[src/rtl/audio_pitch_shifter.sv]
// audio_pitch_shifter: resamples a stream of multi-channel audio frames by
// repeating or skipping whole frames according to a Q.4 fixed-point step,
// applies a per-frame channel transform, and buffers results in a frame FIFO
// that drains toward the codec whenever it signals write readiness.
module audio_pitch_shifter #(
  parameter int unsigned DATA_W     = 24,
  parameter int unsigned CHANNELS   = 2,
  parameter int unsigned FIFO_DEPTH = 8,
  parameter int unsigned STEP_W     = 8
) (
  input  logic                           CLOCK_50,
  input  logic                           reset,
  input  logic                           in_valid,
  input  logic [CHANNELS*DATA_W-1:0]     in_data,
  output logic                           in_read,
  input  logic [STEP_W-1:0]              step,
  input  logic [1:0]                     mode,
  input  logic                           out_ready,
  output logic                           out_write,
  output logic [CHANNELS*DATA_W-1:0]     out_data,
  output logic [$clog2(FIFO_DEPTH):0]    fifo_level
);

  localparam int unsigned FW = CHANNELS * DATA_W;
  localparam int unsigned AW = $clog2(FIFO_DEPTH);
  localparam int unsigned LW = AW + 1;
  localparam int unsigned CW = STEP_W - 3;

  localparam logic [DATA_W-1:0] S_MIN = {1'b1, {(DATA_W-1){1'b0}}};
  localparam logic [DATA_W-1:0] S_MAX = {1'b0, {(DATA_W-1){1'b1}}};

  typedef enum logic {
    IDLE,
    EMIT
  } state_e;

  state_e          state_q, state_d;

  logic [FW-1:0]   frame_q, frame_d;
  logic [CW-1:0]   cnt_q, cnt_d;
  logic [3:0]      frac_q, frac_d;
  logic            rd_hold_q;

  logic [FW-1:0]   mem_q [FIFO_DEPTH];
  logic [AW-1:0]   wr_ptr_q, rd_ptr_q;
  logic [LW-1:0]   level_q, level_d;

  logic            out_write_q;
  logic [FW-1:0]   out_data_q;

  logic [STEP_W:0] acc;
  logic [CW-1:0]   rep;
  logic            fifo_full;
  logic            fifo_empty;
  logic            push;
  logic            pop;

  // Per-channel transform selected by mode; applied once, at capture time.
  function automatic logic [FW-1:0] shape(input logic [FW-1:0] f,
                                          input logic [1:0]    m);
    logic [FW-1:0]     r;
    logic [DATA_W-1:0] s;
    r = '0;
    for (int unsigned c = 0; c < CHANNELS; c++) begin
      s = f[c*DATA_W +: DATA_W];
      case (m)
        2'b00:   r[c*DATA_W +: DATA_W] = s;
        2'b01:   r[(CHANNELS-1-c)*DATA_W +: DATA_W] = s;
        2'b10:   r[c*DATA_W +: DATA_W] = '0;
        default: r[c*DATA_W +: DATA_W] = (s == S_MIN) ? S_MAX : (~s + 1'b1);
      endcase
    end
    return r;
  endfunction

  // Phase accumulator: integer part is the repeat count, fraction carries over.
  always_comb begin
    acc = {{(STEP_W-3){1'b0}}, frac_q} + {1'b0, step};
    rep = acc[STEP_W:4];
  end

  assign fifo_full  = (level_q == LW'(FIFO_DEPTH));
  assign fifo_empty = (level_q == '0);
  assign pop        = !fifo_empty && out_ready;

  // FSM state register.
  always_ff @(posedge CLOCK_50) begin
    if (reset) begin
      state_q <= IDLE;
    end else begin
      state_q <= state_d;
    end
  end

  // FSM next-state: leave IDLE only when the captured frame must be emitted,
  // return once the final repeat has been pushed.
  always_comb begin
    state_d = state_q;
    unique case (state_q)
      IDLE: if (in_read && (rep != '0)) state_d = EMIT;
      EMIT: if (!fifo_full && (cnt_q == CW'(1))) state_d = IDLE;
    endcase
  end

  // FSM outputs: read strobe in IDLE (never back-to-back), push in EMIT.
  always_comb begin
    in_read = 1'b0;
    push    = 1'b0;
    unique case (state_q)
      IDLE: in_read = in_valid && (step != '0) && !rd_hold_q && !reset;
      EMIT: push    = !fifo_full;
    endcase
  end

  // Capture path next-state: frame, repeat count and fractional phase.
  always_comb begin
    frame_d = frame_q;
    cnt_d   = cnt_q;
    frac_d  = frac_q;
    if (in_read) begin
      frame_d = shape(in_data, mode);
      cnt_d   = rep;
      frac_d  = acc[3:0];
    end else if (push) begin
      cnt_d = cnt_q - 1'b1;
    end
  end

  // Capture path registers; the hold flag also blocks a read in the first
  // cycle after reset so in_read is low on that cycle.
  always_ff @(posedge CLOCK_50) begin
    if (reset) begin
      frame_q   <= '0;
      cnt_q     <= '0;
      frac_q    <= '0;
      rd_hold_q <= 1'b1;
    end else begin
      frame_q   <= frame_d;
      cnt_q     <= cnt_d;
      frac_q    <= frac_d;
      rd_hold_q <= in_read;
    end
  end

  // FIFO storage; contents are don't-care while empty, so no reset.
  always_ff @(posedge CLOCK_50) begin
    if (push) begin
      mem_q[wr_ptr_q] <= frame_q;
    end
  end

  // Occupancy: push and pop in the same cycle cancel; full is judged on the
  // pre-pop level, so a pop from full frees space for the next cycle only.
  always_comb begin
    level_d = level_q;
    unique case ({push, pop})
      2'b10:   level_d = level_q + 1'b1;
      2'b01:   level_d = level_q - 1'b1;
      default: level_d = level_q;
    endcase
  end

  // FIFO pointers and level; pointers wrap naturally at FIFO_DEPTH.
  always_ff @(posedge CLOCK_50) begin
    if (reset) begin
      wr_ptr_q <= '0;
      rd_ptr_q <= '0;
      level_q  <= '0;
    end else begin
      if (push) wr_ptr_q <= wr_ptr_q + 1'b1;
      if (pop)  rd_ptr_q <= rd_ptr_q + 1'b1;
      level_q <= level_d;
    end
  end

  // Registered codec write side: strobe with head frame, data holds otherwise.
  always_ff @(posedge CLOCK_50) begin
    if (reset) begin
      out_write_q <= 1'b0;
      out_data_q  <= '0;
    end else if (pop) begin
      out_write_q <= 1'b1;
      out_data_q  <= mem_q[rd_ptr_q];
    end else begin
      out_write_q <= 1'b0;
    end
  end

  assign out_write  = out_write_q;
  assign out_data   = out_data_q;
  assign fifo_level = level_q;

endmodule
[config.mk]
export PLATFORM = sky130hd
export DESIGN_NAME = audio_pitch_shifter
export DESIGN_NICKNAME = d
export VERILOG_FILES = /design/src/rtl/audio_pitch_shifter.sv
export SDC_FILE = /design/constraint.sdc
export NUM_CORES = 1
export LEC_CHECK = 0
export ABC_CLOCK_PERIOD_IN_PS = 6890
export CORE_MARGIN = 10
export CORE_UTILIZATION = 42
export DETAILED_ROUTE_END_ITERATION = 7
export PLACE_DENSITY = 0.59
export SETUP_SLACK_MARGIN = 0.1
export SYNTH_ARGS = -nofsm -noshare
export SYNTH_HDL_FRONTEND = slang
export SYNTH_SLANG_ARGS = --single-unit
[constraint.sdc]
create_clock -name CLOCK_50 -period 6.89 [get_ports CLOCK_50]
set_clock_uncertainty 0.2 [all_clocks]
set_input_delay 1.0335 -clock CLOCK_50 [delete_from_list [all_inputs] [get_ports CLOCK_50]]
set_output_delay 1.0335 -clock CLOCK_50 [all_outputs]
set_load 0.1 [all_outputs]
# Yosys cells after proc, flatten, opt, wreduce, memory -nomap -nowiden
# Memory sizes are Yosys's and may differ from the RTL's. A register that Yosys moved wholly into a read port is not among the register bits.
# Index checks and enable logic that the tools add are counted.
# W data, S select, Z words.
# word_totals
register_bits	70
ram_bits	384
in_bits	62
out_inout_bits	54
n_memories	1
# memory_table
name	depth	width	rd	rd_ports_with_merged_regs	wr	line	rtl
mem_q	8	48	1	1	1	44	logic [FW-1:0] mem_q [FIFO_DEPTH];
# op_classes
n_addsub	8
eq_ne	8
muxes	16
bitwise_logic	3
reduce_logical	16
# op_table
operator	n
$mux W24	3
$pmux W24 S3	1
$add A24 B1 Y24 const B	2
$eq A24 B24 Y1 const B	2
$not A24 Y24	2
$pmux W24 S2	1
$mux W5	2
$add A4 B8 Y9	1
$pmux W4 S2	1
$reduce_bool A8 Y1	1
$mux W1	7
$add A3 B1 Y3 const B	2
$logic_and A1 B1 Y1	6
$eq A5 B1 Y1 const B	1
$reduce_bool A5 Y1	1
$sub A5 B1 Y5 const B	1
$add A4 B1 Y4 const B	1
$eq A2 B1 Y1 const B	2
$eq A2 B2 Y1 const B	2
$eq A4 B4 Y1 const B	1
$logic_not A1 Y1	4
$logic_not A4 Y1	1
$reduce_bool A2 Y1	2
$sub A4 B1 Y4 const B	1
other kinds (3)	3

# Logic depth before layout (Yosys ltp)
# logic_depth
ltp_word	8
mapped_depth	11
depth_no_buf	10

# Worst setup path after synthesis
# No wires, ideal clock.
# synth_path
path_kind	flip-flop to flip-flop
from	reg level_q[0] (netlist: fifo_level[0])
to	mem mem_q[2][0] in the netlist's numbering, enable pin
t_arrival_ps	6942
required_ps	6100
slack_ps	-841
path_stages_with_launch	6
n_path_buf	1
cell_sequence	dfxtp_1 or4b_2 and2_1 clkbuf_1 clkinv_1 nor4b_1
# synth_via
elab_chain_len	5
# synth_rtl
element	line	rtl
from (decl)	46	logic [LW-1:0] level_q, level_d;
from (signal assigned)	172	level_q <= level_d;
$eq A4 B4 Y1	82	assign fifo_full = (level_q == LW'(FIFO_DEPTH));
$logic_not A1 Y1	111	EMIT: push = !fifo_full;
$mux W1	109	unique case (state_q)
$mux W1	147	if (push) begin
$mux W1 (not written as such)	148	mem_q[wr_ptr_q] <= frame_q;
to (decl)	44	
# Every way passes these cells.

# Worst setup path in the final report
# layout_path
from	in in_valid
to	out in_read
# layout_via
elab_chain_len	4
# layout_rtl
element	line	rtl
from (decl)	13	input logic in_valid,
$logic_and A1 B1 Y1 (3 in a row)	110	IDLE: in_read = in_valid && (step != '0) && !rd_hold_q && !reset;
$mux W1	109	
to (decl)	15	output logic in_read,
# Every way passes these cells.

==> flow_summary.toml <==
[floorplan]
row_count = 81
initial_core_util_pct = 42.5
ios = 116
core_area_sq_mm = 0.0491
die_height_um = 243
die_area_sq_mm = 0.0590
die_w_um = 243

[cells_and_area]
final_cell_mix = "384 x edfxtp_1, 118 x nor2_1, 115 x dfxtp_1"
final_layout_size_suffix_gt1_share_pct = 16.6
fill_cells = 4224
fin_nets = 1545
final_common_cell = "edfxtp_1"
area_growth_pct = 17.6

[global_routing]
grt_pass1_wl_mm = 76.7
use_met1_pct = 23.2
grt_overflow_total = 0
grt_pass1_vias = 12300
gr-usage-all-layers_pct = 16.9
grt_start_max_net_pins = 80
use_met2_pct = 26.0
antenna_found_initial = 19
busiest_layer = "met2"
grtUsageMet3_pct = 5.08

[clocking]
cts-resized-gates = 0
insertion_delay_ns = 0.58
clock-sinks = 502
root_buffer = "clkbuf_16"
clkTransAtPathRegs_ns = 0.06
cts_made_buffers = 52
cts_tree = "yes"
post_cts_buffers = 0
h-tree-depth = 2
clockBufferDepth = 3
ctsHoldBuffers = 0

[drt]
viasPerCell = 5.59
drc = 0
drtIter0Drc = 920
first_pass_iters = 5
vias = 12200
wl_per_cell_um = 23.1
wirelength_mm = 50.3
antenna_left = 0

[pwr]
power.density_mw_per_mm2 = 354
power_frac_seq_pct = 41.2
switching_power_mw = 2.73
power_frac_comb_pct = 24.6
power_leakage_nw = 7.77
p_total_mw = 8.68
vdd_drop_max_v = 0.000376
swShare_pct = 31.5
internal_power_mw = 5.95
clkPwrFrac_pct = 34.2

[logic_synthesis]
synth_area_sq_mm = 0.0209
yosysUniqueCellTypes = 71
synthArstFlopShare_pct = 0
synth_flop_cell = "edfxtp_1"
synth_edf_count = 384
synthCells = 1371
ys_warn_count = 0
seq_area_frac_synth_pct = 66.6
synth-seq-cells = 502
syn-num-nets = 1448
syn-mean-instance-area_sq_um = 15.2

[run]
cap_violations = 0

[run_status]
status = "completed"

[timing]
min_period_ns = 4.68
setup_ws_ns = 2.21
tns_ns = 0
slew_headroom_pct = 22.0
setup_viol = 0
hold_violations = 0
worst_slew_pin_slew_ns = 1.17
rsz0062_at_grt = "no"
finalMaxSlewViolations = 0
fin_crit_sh_pct = 68.0
fmax_mhz = 214

[min_path]
hold_path.class = "reg -> reg"

[setup_path]
path_max_fanout = 23
worst_setup_path_end_kind = "primary output"
crit_path_start_kind = "primary input"
setup.worst_path.class = "in -> out"
cp.arrival_ns = 3.45
required_ns = 5.66

[placement]
port_buffers = 115
dp_hpwl_mm = 30.0
gp_congestion = 0.884
place_ws_ns = 2.19
## layer usage
layer	part of all wire (%)	routed length, um	up-vias
li1	-	-	5594
met1	45	22900	6188
met2	46	23100	296
met3	6.7	3370	81
met4	1.6	824	24
met5	0.36	181	-
## cell families (layout without fill, tap and decap cells)
logic type               after synthesis  after routing  share of synthesized area, %
AO/OA/AOI/OAI                        262            262                          8.36
XOR/XNOR                              29             29                          1.22
adder cells (fa/ha/maj)               15             15                         0.972
buffers and inverters                118            257                          2.33
flip-flops                           502            502                          66.6
multiplexers                         175            175                          14.2
other                                  0              6                             0
AND/OR/NAND/NOR                      270            270                          6.34
## cells in the mapped netlist, drive strengths merged, types with 5 or more instances
library cell | instances | share of area, %
or4 | 7 | 0.26
nor2b | 9 | 0.27
mux4 | 96 | 10
nand2b | 6 | 0.18
a211oi | 59 | 2.2
xnor2 | 16 | 0.67
dfxtp | 118 | 11
nand2 | 35 | 0.63
ha | 13 | 0.78
nor3b | 5 | 0.18
nand3 | 14 | 0.34
buf | 24 | 0.64
o21ai | 63 | 1.5
xor2 | 13 | 0.55
inv | 23 | 0.41
a21o | 8 | 0.29
a31oi | 12 | 0.36
mux2i | 79 | 3.8
edfxtp | 384 | 55
nor3 | 27 | 0.65
nor4 | 10 | 0.37
clkbuf | 69 | 1.2
nor2 | 128 | 2.4
a21oi | 57 | 1.4
or3 | 8 | 0.26
o22ai | 24 | 0.96
o31ai | 7 | 0.25
## metrics by stage
stage | std cells | util, % | area (sq um) | hold WS [ns]
after floorplan | 1371 | - | 20900 | 0.240
after global placement | 2078 | 46.2 | 22700 | 0.262
after detailed placement | 2078 | 46.2 | 22700 | 0.263
after CTS | 2174 | 50.0 | 24500 | 0.275
after global routing | 2178 | 50.0 | 24500 | 0.313
final | 2180 | 50.0 | 24500 | 0.269
## worst max-delay path, stage by stage
cell,delay [ns]
clkdlybuf4s50_1,0.45
nor4b_1,0.40
o21ai_2,0.09
buf_4,0.24
inv_2,0.09
clkdlybuf4s50_1,1.13
## cell type report
class                      count  area [sq um]  share of cell area [%]
clock buffer                  75          1520                    6.20
tap                          664           831                    3.39
clock inverter                21           313                    1.28
timing repair buffer         136          1300                    5.29
multi-input combinational    751          6550                    26.7
sequential                   502         13900                    56.7
antenna                        6          15.0                  0.0612
inverter                      25          93.8                   0.383
## power by group through the flow
stage	combinational (mW)	clock [mW]	sequential [mW]
global route	2.27	3.15	3.61
CTS	2.17	3.03	3.59
floorplan	0.872	0	4.42
global placement	2.16	0	3.64
detailed placement	2.16	0	3.65
finish	2.14	2.96	3.58
## registers in the layout, summed over array words and instances (netlist names)
register and cells:
frame_q 48, out_data 48, cnt_q 5, fifo_level 4, wr_ptr_q 3, rd_ptr_q 3, mem_q 384, out_write 1
rd_hold_q 1, state_q 1, frac_q 4
## path summary, 6_finish.rpt
check | depth (start not counted) | endpoint | startpoint | slack (ns)
setup / recovery | 6 | in_read | in_valid | 2.21
hold reg to reg | 2 | frac_q[0] | frac_q[0] | 0.27
setup reg to reg | 10 | fifo_level[3] | fifo_level[0] | 3.58
hold / removal | 2 | frac_q[0] | frac_q[0] | 0.27
Note: power is estimated with default switching activity, not from simulation.
